**config.mk**
```make
export PLATFORM = sky130hd
export DESIGN_NAME = encoder_4to2_latch
export DESIGN_NICKNAME = d
export VERILOG_FILES = /design/src/rtl/enc_pkg.sv /design/src/rtl/fall_edge_det.sv /design/src/rtl/encoder_4to2_latch.sv
export SDC_FILE = /design/constraint.sdc
export NUM_CORES = 1
export LEC_CHECK = 0
export BUFFER_PORTS_ARGS = -buffer_cell sky130_fd_sc_hd__clkbuf_2
export CORE_AREA = 2 2 39 41
export CTS_CLUSTER_DIAMETER = 150
export CTS_CLUSTER_SIZE = 16
export DETAILED_ROUTE_END_ITERATION = 10
export DIE_AREA = 0 0 41 43
export GPL_TIMING_DRIVEN = 0
export PLACE_DENSITY = 0.64
export SLEW_MARGIN = 10
export SYNTH_ARGS = -nofsm -noshare
export SYNTH_HDL_FRONTEND = slang
export SYNTH_SLANG_ARGS = --single-unit
```
**constraint.sdc**
```tcl
create_clock -name clk -period 1.05 [get_ports clk]
set_input_delay 0.21 -clock clk [delete_from_list [all_inputs] [get_ports clk]]
set_output_delay 0.21 -clock clk [all_outputs]
set_load 0.01 [all_outputs]
```
**src/rtl/enc_pkg.sv**
```systemverilog
// Shared definitions for the 4-to-2 latching request encoder.
package enc_pkg;

    // Number of active-low request lines handled by the encoder.
    localparam int NLINES = 4;

    // Grant FSM: IDLE waits for an enabled pending request, HOLD presents it.
    typedef enum logic {
        IDLE = 1'b0,
        HOLD = 1'b1
    } state_e;

    // Fixed-priority pick: index 0 wins over every higher index.
    function automatic logic [1:0] lowest_index(input logic [0:NLINES-1] v);
        logic [1:0] idx;
        idx = 2'd0;
        for (int i = NLINES - 1; i >= 0; i--) begin
            if (v[i]) begin
                idx = i[1:0];
            end
        end
        return idx;
    endfunction

endpackage

```
**src/rtl/fall_edge_det.sv**
```systemverilog
// Registered falling-edge detector for the active-low request lines.
// A line produces an event when its previous sample was high and it is low now.
module fall_edge_det
    import enc_pkg::*;
(
    input  logic              clk,
    input  logic              rst_n,
    input  logic [0:NLINES-1] line_n,
    output logic [0:NLINES-1] fall
);

    logic [0:NLINES-1] prev_n;

    // Previous-sample register; resets high so a line held low through reset
    // release is seen as an event on the first edge.
    always_ff @(posedge clk or negedge rst_n) begin
        if (!rst_n) begin
            prev_n <= '1;
        end else begin
            prev_n <= line_n;
        end
    end

    // Event is evaluated before the edge and consumed by the parent at that edge.
    always_comb begin
        fall = prev_n & ~line_n;
    end

endmodule

```
**src/rtl/encoder_4to2_latch.sv**
```systemverilog
// 4-to-2 priority encoder with latched pending requests and an ack handshake.
// Falling edges on req_n set pend bits; the lowest pending index is granted
// onto {X,Y} while enabled, and held until ack clears it.
module encoder_4to2_latch
    import enc_pkg::*;
#(
    parameter int NLINES = 4
) (
    input  logic              clk,
    input  logic              rst_n,
    input  logic [0:NLINES-1] req_n,
    input  logic              en_n,
    input  logic              ack,
    output logic              X,
    output logic              Y,
    output logic              valid,
    output logic [0:NLINES-1] pend,
    output logic              overrun
);

    state_e            state;
    state_e            state_next;
    logic [1:0]        code;
    logic [1:0]        code_next;
    logic [0:NLINES-1] pend_next;
    logic              overrun_next;
    logic [0:NLINES-1] fall;

    fall_edge_det u_fall_edge_det (
        .clk    (clk),
        .rst_n  (rst_n),
        .line_n (req_n),
        .fall   (fall)
    );

    // State, code, pending flags and overrun register.
    always_ff @(posedge clk or negedge rst_n) begin
        if (!rst_n) begin
            state   <= IDLE;
            code    <= 2'b00;
            pend    <= '0;
            overrun <= 1'b0;
        end else begin
            state   <= state_next;
            code    <= code_next;
            pend    <= pend_next;
            overrun <= overrun_next;
        end
    end

    // Grant/ack next-state logic; new events are merged after the ack clear so
    // a coincident re-event keeps its pend bit.
    always_comb begin
        state_next = state;
        code_next  = code;
        pend_next  = pend;
        unique case (state)
            IDLE: begin
                // Only flags already registered are eligible, giving one edge of
                // capture before the grant.
                if (!en_n && (|pend)) begin
                    code_next  = lowest_index(pend);
                    state_next = HOLD;
                end
            end
            HOLD: begin
                if (ack) begin
                    pend_next[code] = 1'b0;
                    state_next      = IDLE;
                end
            end
            default: state_next = IDLE;
        endcase
        pend_next    = pend_next | fall;
        overrun_next = overrun | (|(fall & pend));
    end

    // Outputs come straight from registers so reset clears them immediately.
    always_comb begin
        valid = (state == HOLD);
        X     = code[1];
        Y     = code[0];
    end

endmodule

```
# Word level (Yosys, flattened, before mapping)
# Cells that the tools add are included.
classes:
  bitwise: 9
  magnitude_cmp: 2
  muxes: 11
  n_reduce_logical: 6
op_table:
  columns: ["operator", "n"]
  rows:
  - ["4-bit AND", 3]
  - ["2-bit two-way mux", 4]
  - ["4-bit two-way mux", 2]
  - ["4-bit inverter", 2]
  - ["4-bit OR reduction", 2]
  - ["4-bit bitwise OR", 1]
  - ["3-bit greater-or-equal comparator (second input constant)", 1]
  - ["3-bit by 1-bit less-than comparator with 1-bit output (second input constant)", 1]
  - ["1-bit two-way mux", 3]
  - ["2-bit inverter with 3-bit output", 1]
  - ["1-bit demux with 2-bit select", 1]
  - ["1-bit logical AND", 2]
  - ["1-bit one-hot mux with 2 select lines", 1]
  - ["2-bit AND reduction", 1]
  - ["1-bit zero test", 1]
  - ["1-bit inverter", 1]
  - ["1-bit bitwise OR", 1]
word_totals:
  in_bits: 8
  word_cells: 33
  ff_bits: 12

# Longest topological paths before layout
logic_depth:
  word_depth: 10
  depth_mapped: 3
  ltp_nobuf: 3

# Hierarchy
# From an unflattened synthesis, not the netlist that was laid out.
unflattened:
  hier_cells: 40
  hier_area_um2: 523.0
by_module_without_submodules:
  columns: ["module", "instances", "cells_each", "area_per_inst_um2", "seq_area_each_um2"]
  rows:
  - ["encoder_4to2_latch", 1, 32, 362.8, 200.2]
  - ["fall_edge_det", 1, 8, 160.2, 105.1]

# Worst setup path before layout
# No wires, ideal clock.
synth_timing:
  kind: "register to register"
  startpoint: "register pend[1] in the netlist's numbering"
  endpoint: "register overrun"
  t_arrival_ns: 0.902
  setup_ns: 0.071
  path_stages_with_launch: 4
  setup_slack_ns: 0.078
  synth_period_minus_slack_ns: 0.972
  path_buffers: 0
  t_required_ns: 0.979
  cell_sequence: "dfrtp_1 -> inv_1 -> or3_1 -> nand4_1"
synth_between:
  elab_chain_len: 3
synth_lines:
  columns: ["item", "line_no", "source"]
  rows:
  - ["start, declared", "encoder_4to2_latch.sv:17", "output logic [0:NLINES-1] pend,"]
  - ["start signal, assigned", "encoder_4to2_latch.sv:46", "pend <= pend_next;"]
  - ["4-bit AND", "encoder_4to2_latch.sv:75", "overrun_next = overrun | (|(fall & pend));"]
  - ["4-bit OR reduction", "encoder_4to2_latch.sv:75", null]
  - ["1-bit bitwise OR", "encoder_4to2_latch.sv:75", null]
  - ["via overrun_next", "encoder_4to2_latch.sv:26", "logic overrun_next;"]
  - ["end signal, assigned", "encoder_4to2_latch.sv:47", "overrun <= overrun_next;"]
  - ["end, declared", "encoder_4to2_latch.sv:18", "output logic overrun"]
# The timed path passes the listed nets, and every way through them passes these cells.
# A chain may end at the register's enable or synchronous reset.

# Worst setup path after layout
layout_timing:
  startpoint: "register pend[1] in the netlist's numbering"
  endpoint: "output port pend[1] in the netlist's numbering"
# No word-level cell between the ends.

==> key figures <==
Route
  • DR iter-0 viols: 3
  • Residual DRC: 0
  • DR pass1 iterations: 4
  • Final ANT Viol Nets: 0
  • Via count: 444
  • Drt wl/cell: 12.3 um
  • Post-Route WL: 1090 um
  • Drt via density: 5.05

Die
  • Io pins: 16
  • Die height: 43 um
  • Initial Util: 34.7%
  • Full die area: 1760 um^2
  • Core Area: 1380 um^2
  • # rows: 14
  • Die width: 41 um

Logic synthesis
  • Post-Synth XOR/XNOR Area: 0%
  • Post-synthesis net count: 53
  • Adder-cell share of the synthesized area: 0%
  • Post-synthesis compound-gate area fraction: 20.1%
  • Area contributors post-synth: dfrtp_1 42%, dfstp_2 22%, o21ai_0 8.3%, inv_1 5.5%, nand3b_1 3.1%
  • Sequential-to-total area share from yosys stat: 63.5%
  • FF+latch count, synth: 12
  • Post-synthesis cell type count: 17
  • Yosys top cell by area: dfrtp_1
  • Synth Area in Simple Gates: 10.9%
  • Main combinational cell family by area after synthesis: compound AO/OA/AOI/OAI gates
  • Syn Inst Count: 45
  • Post-synthesis mux area share: 0%
  • Mean Syn Cell Area: 10.7 um^2
  • Yosys warnings: 0
  • Synth Cell Area: 480 um^2
  • Top-area cell type share of the netlist area: 41.7%

Global route
  • Largest net degree at the start of global routing: 13
  • M3 GR Usage: 3.14%
  • Initial antenna violation count: 0
  • Met2 Use GR: 21.9%
  • GR Overflow Total: 0
  • Tot GR Track Use: 15.7%
  • Busiest grt layer: met2
  • Vias in the first global route: 417
  • First-pass GRT wire length: 1780 um
  • M1 GR Usage: 19.1%

Timing
  • Max-slew violation count: 0
  • Min Tclk post-route: 1.05 ns
  • Slew @ Worst Pin: 0.290 ns
  • Highest clock rate: 950 MHz
  • Setup WS post-layout: -0.00277 ns
  • Final hold vios: 0
  • Worst Clk Skew: 0.000677 ns
  • Crit share post-route: 100%
  • Setup-failing EPs final: 1
  • RSZ-0062 raised after global routing: true
  • Worst-case headroom to the max-slew limit: 80.7%

Placement
  • Placed cell areas: 576 um^2
  • # port buffers: 15
  • Placed Cells: 76
  • Hpwl dp: 740 um
  • GP Congestion: 0.814

Power
  • Pint: 0.921 mW
  • Worst VDD drop: 0.783 mV
  • Pwr/cell area: 1970 nW/um^2
  • Logic pwr share: 33.5%
  • Static Leakage: 0.324 nW
  • Sw Share: 31.9%
  • Flop pwr share: 45.8%
  • Clock share of power: 20.7%
  • Total power draw: 1.35 mW
  • Sw power: 0.432 mW

CTS
  • H-tree lvl count: 1
  • Clock buffer depth: 2
  • Worst-path clk slew: 0.07 ns
  • Root Buffer: clkbuf_4
  • CTS tree: done
  • Clock sink count: 12
  • Worst skew pair latency: 0.27 ns
  • Num CTS Buffers: 3

Worst setup path
  • Critical path endpoint category: primary output
  • Crit path max fanout: 4
  • Slowest cell on the critical path: dfrtp_1
  • Worst Path Buf+Inv: 1
  • Crit-path cells: buf_6
  • Crit path DAT: 0.84 ns
  • Crit path required time: 0.84 ns
  • Cell family with most CP delay: flip-flops
  • Setup Crit Path Kind: reg2out
  • CP peak stage delay: 0.43 ns
  • Worst setup SP type: register

Worst hold path
  • Hold Crit Class: in2reg

Cells and area
  • Layout net count: 82
  • Design Area, Final: 687 um^2
  • P&R area growth vs syn: 43.0%
  • # diodes: 0
  • Share of layout cells above drive strength 1: 43.1%
  • Fin cells: 88

Outcome
  • Status: finished with violations
  • Violated checks: negative setup slack

Flow run
  • Max cap viols: 0
power groups by stage:
stage                     clock [mW]  sequential (mW)  combinational, mW
final                          0.280            0.620              0.453
after global routing           0.317            0.632              0.501
after CTS                      0.289            0.613              0.431
after detailed placement           0            0.660              0.268
after global placement             0            0.659              0.266
after floorplan                    0            0.676              0.107
cells in the final DEF (no fill, tap or decap):
cell           instances
nand3b_1               2
buf_6                  3
dfstp_2                4
inv_1                  7
buf_2                  1
a21boi_1               1
a21oi_1                2
o32a_1                 1
clkbuf_4               3
dfrtp_1                8
o21ai_0                8
clkbuf_2              12
buf_4                  7
o31ai_1                2
or3_1                  1
nand3_1                1
nor3_1                 1
nor2_1                 2
nor2_2                 1
dlygate4sd3_1          1
nand2_1                1
nand4_1                1
o21a_1                 1
a31oi_1                1
final timing paths:
| path | cells past startpoint | start | end | slack, ns |
|---|---|---|---|---|
| worst min register to register | 2 | u_fall_edge_det.prev_n[1] | pend[1] | 0.51 |
| worst max register to register | 3 | pend[1] | overrun | 0.02 |
| min in group asynchronous | 2 | rst_n | pend[2] | 0.35 |
| worst min-delay path | 1 | req_n[3] | u_fall_edge_det.prev_n[3] | 0.03 |
| worst max-delay path | 1 | pend[1] | pend[1] | -0.003 |
| max in group asynchronous | 2 | rst_n | u_fall_edge_det.prev_n[3] | 0.43 |
Yosys cell counts:
| master | instances |
|---|---|
| o32a_1 | 1 |
| dfrtp_1 | 8 |
| nor3_1 | 1 |
| a21oi_1 | 2 |
| nand2_1 | 1 |
| a21boi_0 | 1 |
| nand3b_1 | 2 |
| or3_1 | 1 |
| dfstp_2 | 4 |
| o31ai_1 | 2 |
| o21a_1 | 1 |
| inv_1 | 7 |
| a31oi_1 | 1 |
| nand4_1 | 1 |
| o21ai_0 | 8 |
| nor2_1 | 3 |
| nand3_1 | 1 |
registers in the layout, summed over array words and instances, names as in the netlist:
register                count
pend                        4
valid                       1
u_fall_edge_det.prev_n      4
code                        2
overrun                     1
final cells by class:
type	count	area, um^2
clock buffers	3	22.5
fillers	130	697
inverters	7	26.3
multi-input cells	26	151
flip-flops and latches	12	305
well taps	16	20.0
repair buffers	24	161
timing repair:
item	4_1_cts	5_1_grt
hold endpoints to repair	8	0
resized for setup	0	8
hold buffers	1	0
setup endpoints to repair	7	9
setup buffers	8	0
metal layers:
metal / routed length [um] / up-vias / share of wire [%]
met5: 0 / - / 0
met4: 38 / 0 / 3.5
met3: 42 / 4 / 3.9
met2: 545 / 11 / 50
met1: 460 / 217 / 42
li1: - / 212 / -
metrics by stage:
step | TNS (ns) | worst slack (ns) | hold slack [ns] | util, %
4_1_cts | -0.00224 | -0.00224 | 0.0271 | 48.3
3_5_place_dp | 0 | 0.0238 | 0.108 | 41.6
2_1_floorplan | 0 | 0.0779 | -0.0856 | -
6_report | -0.00277 | -0.00277 | 0.0322 | 49.6
5_1_grt | -0.191 | -0.0403 | 0.0286 | 49.6
3_3_place_gp | 0 | 0.0557 | 0.105 | 41.6
logic make-up (layout without fill, tap and decap cells):
| family | after synthesis | after routing |
|---|---|---|
| simple gates | 10 | 10 |
| compound gates | 16 | 16 |
| flops | 12 | 12 |
| buf+inv | 7 | 34 |
(Power assumes the default switching activity.)
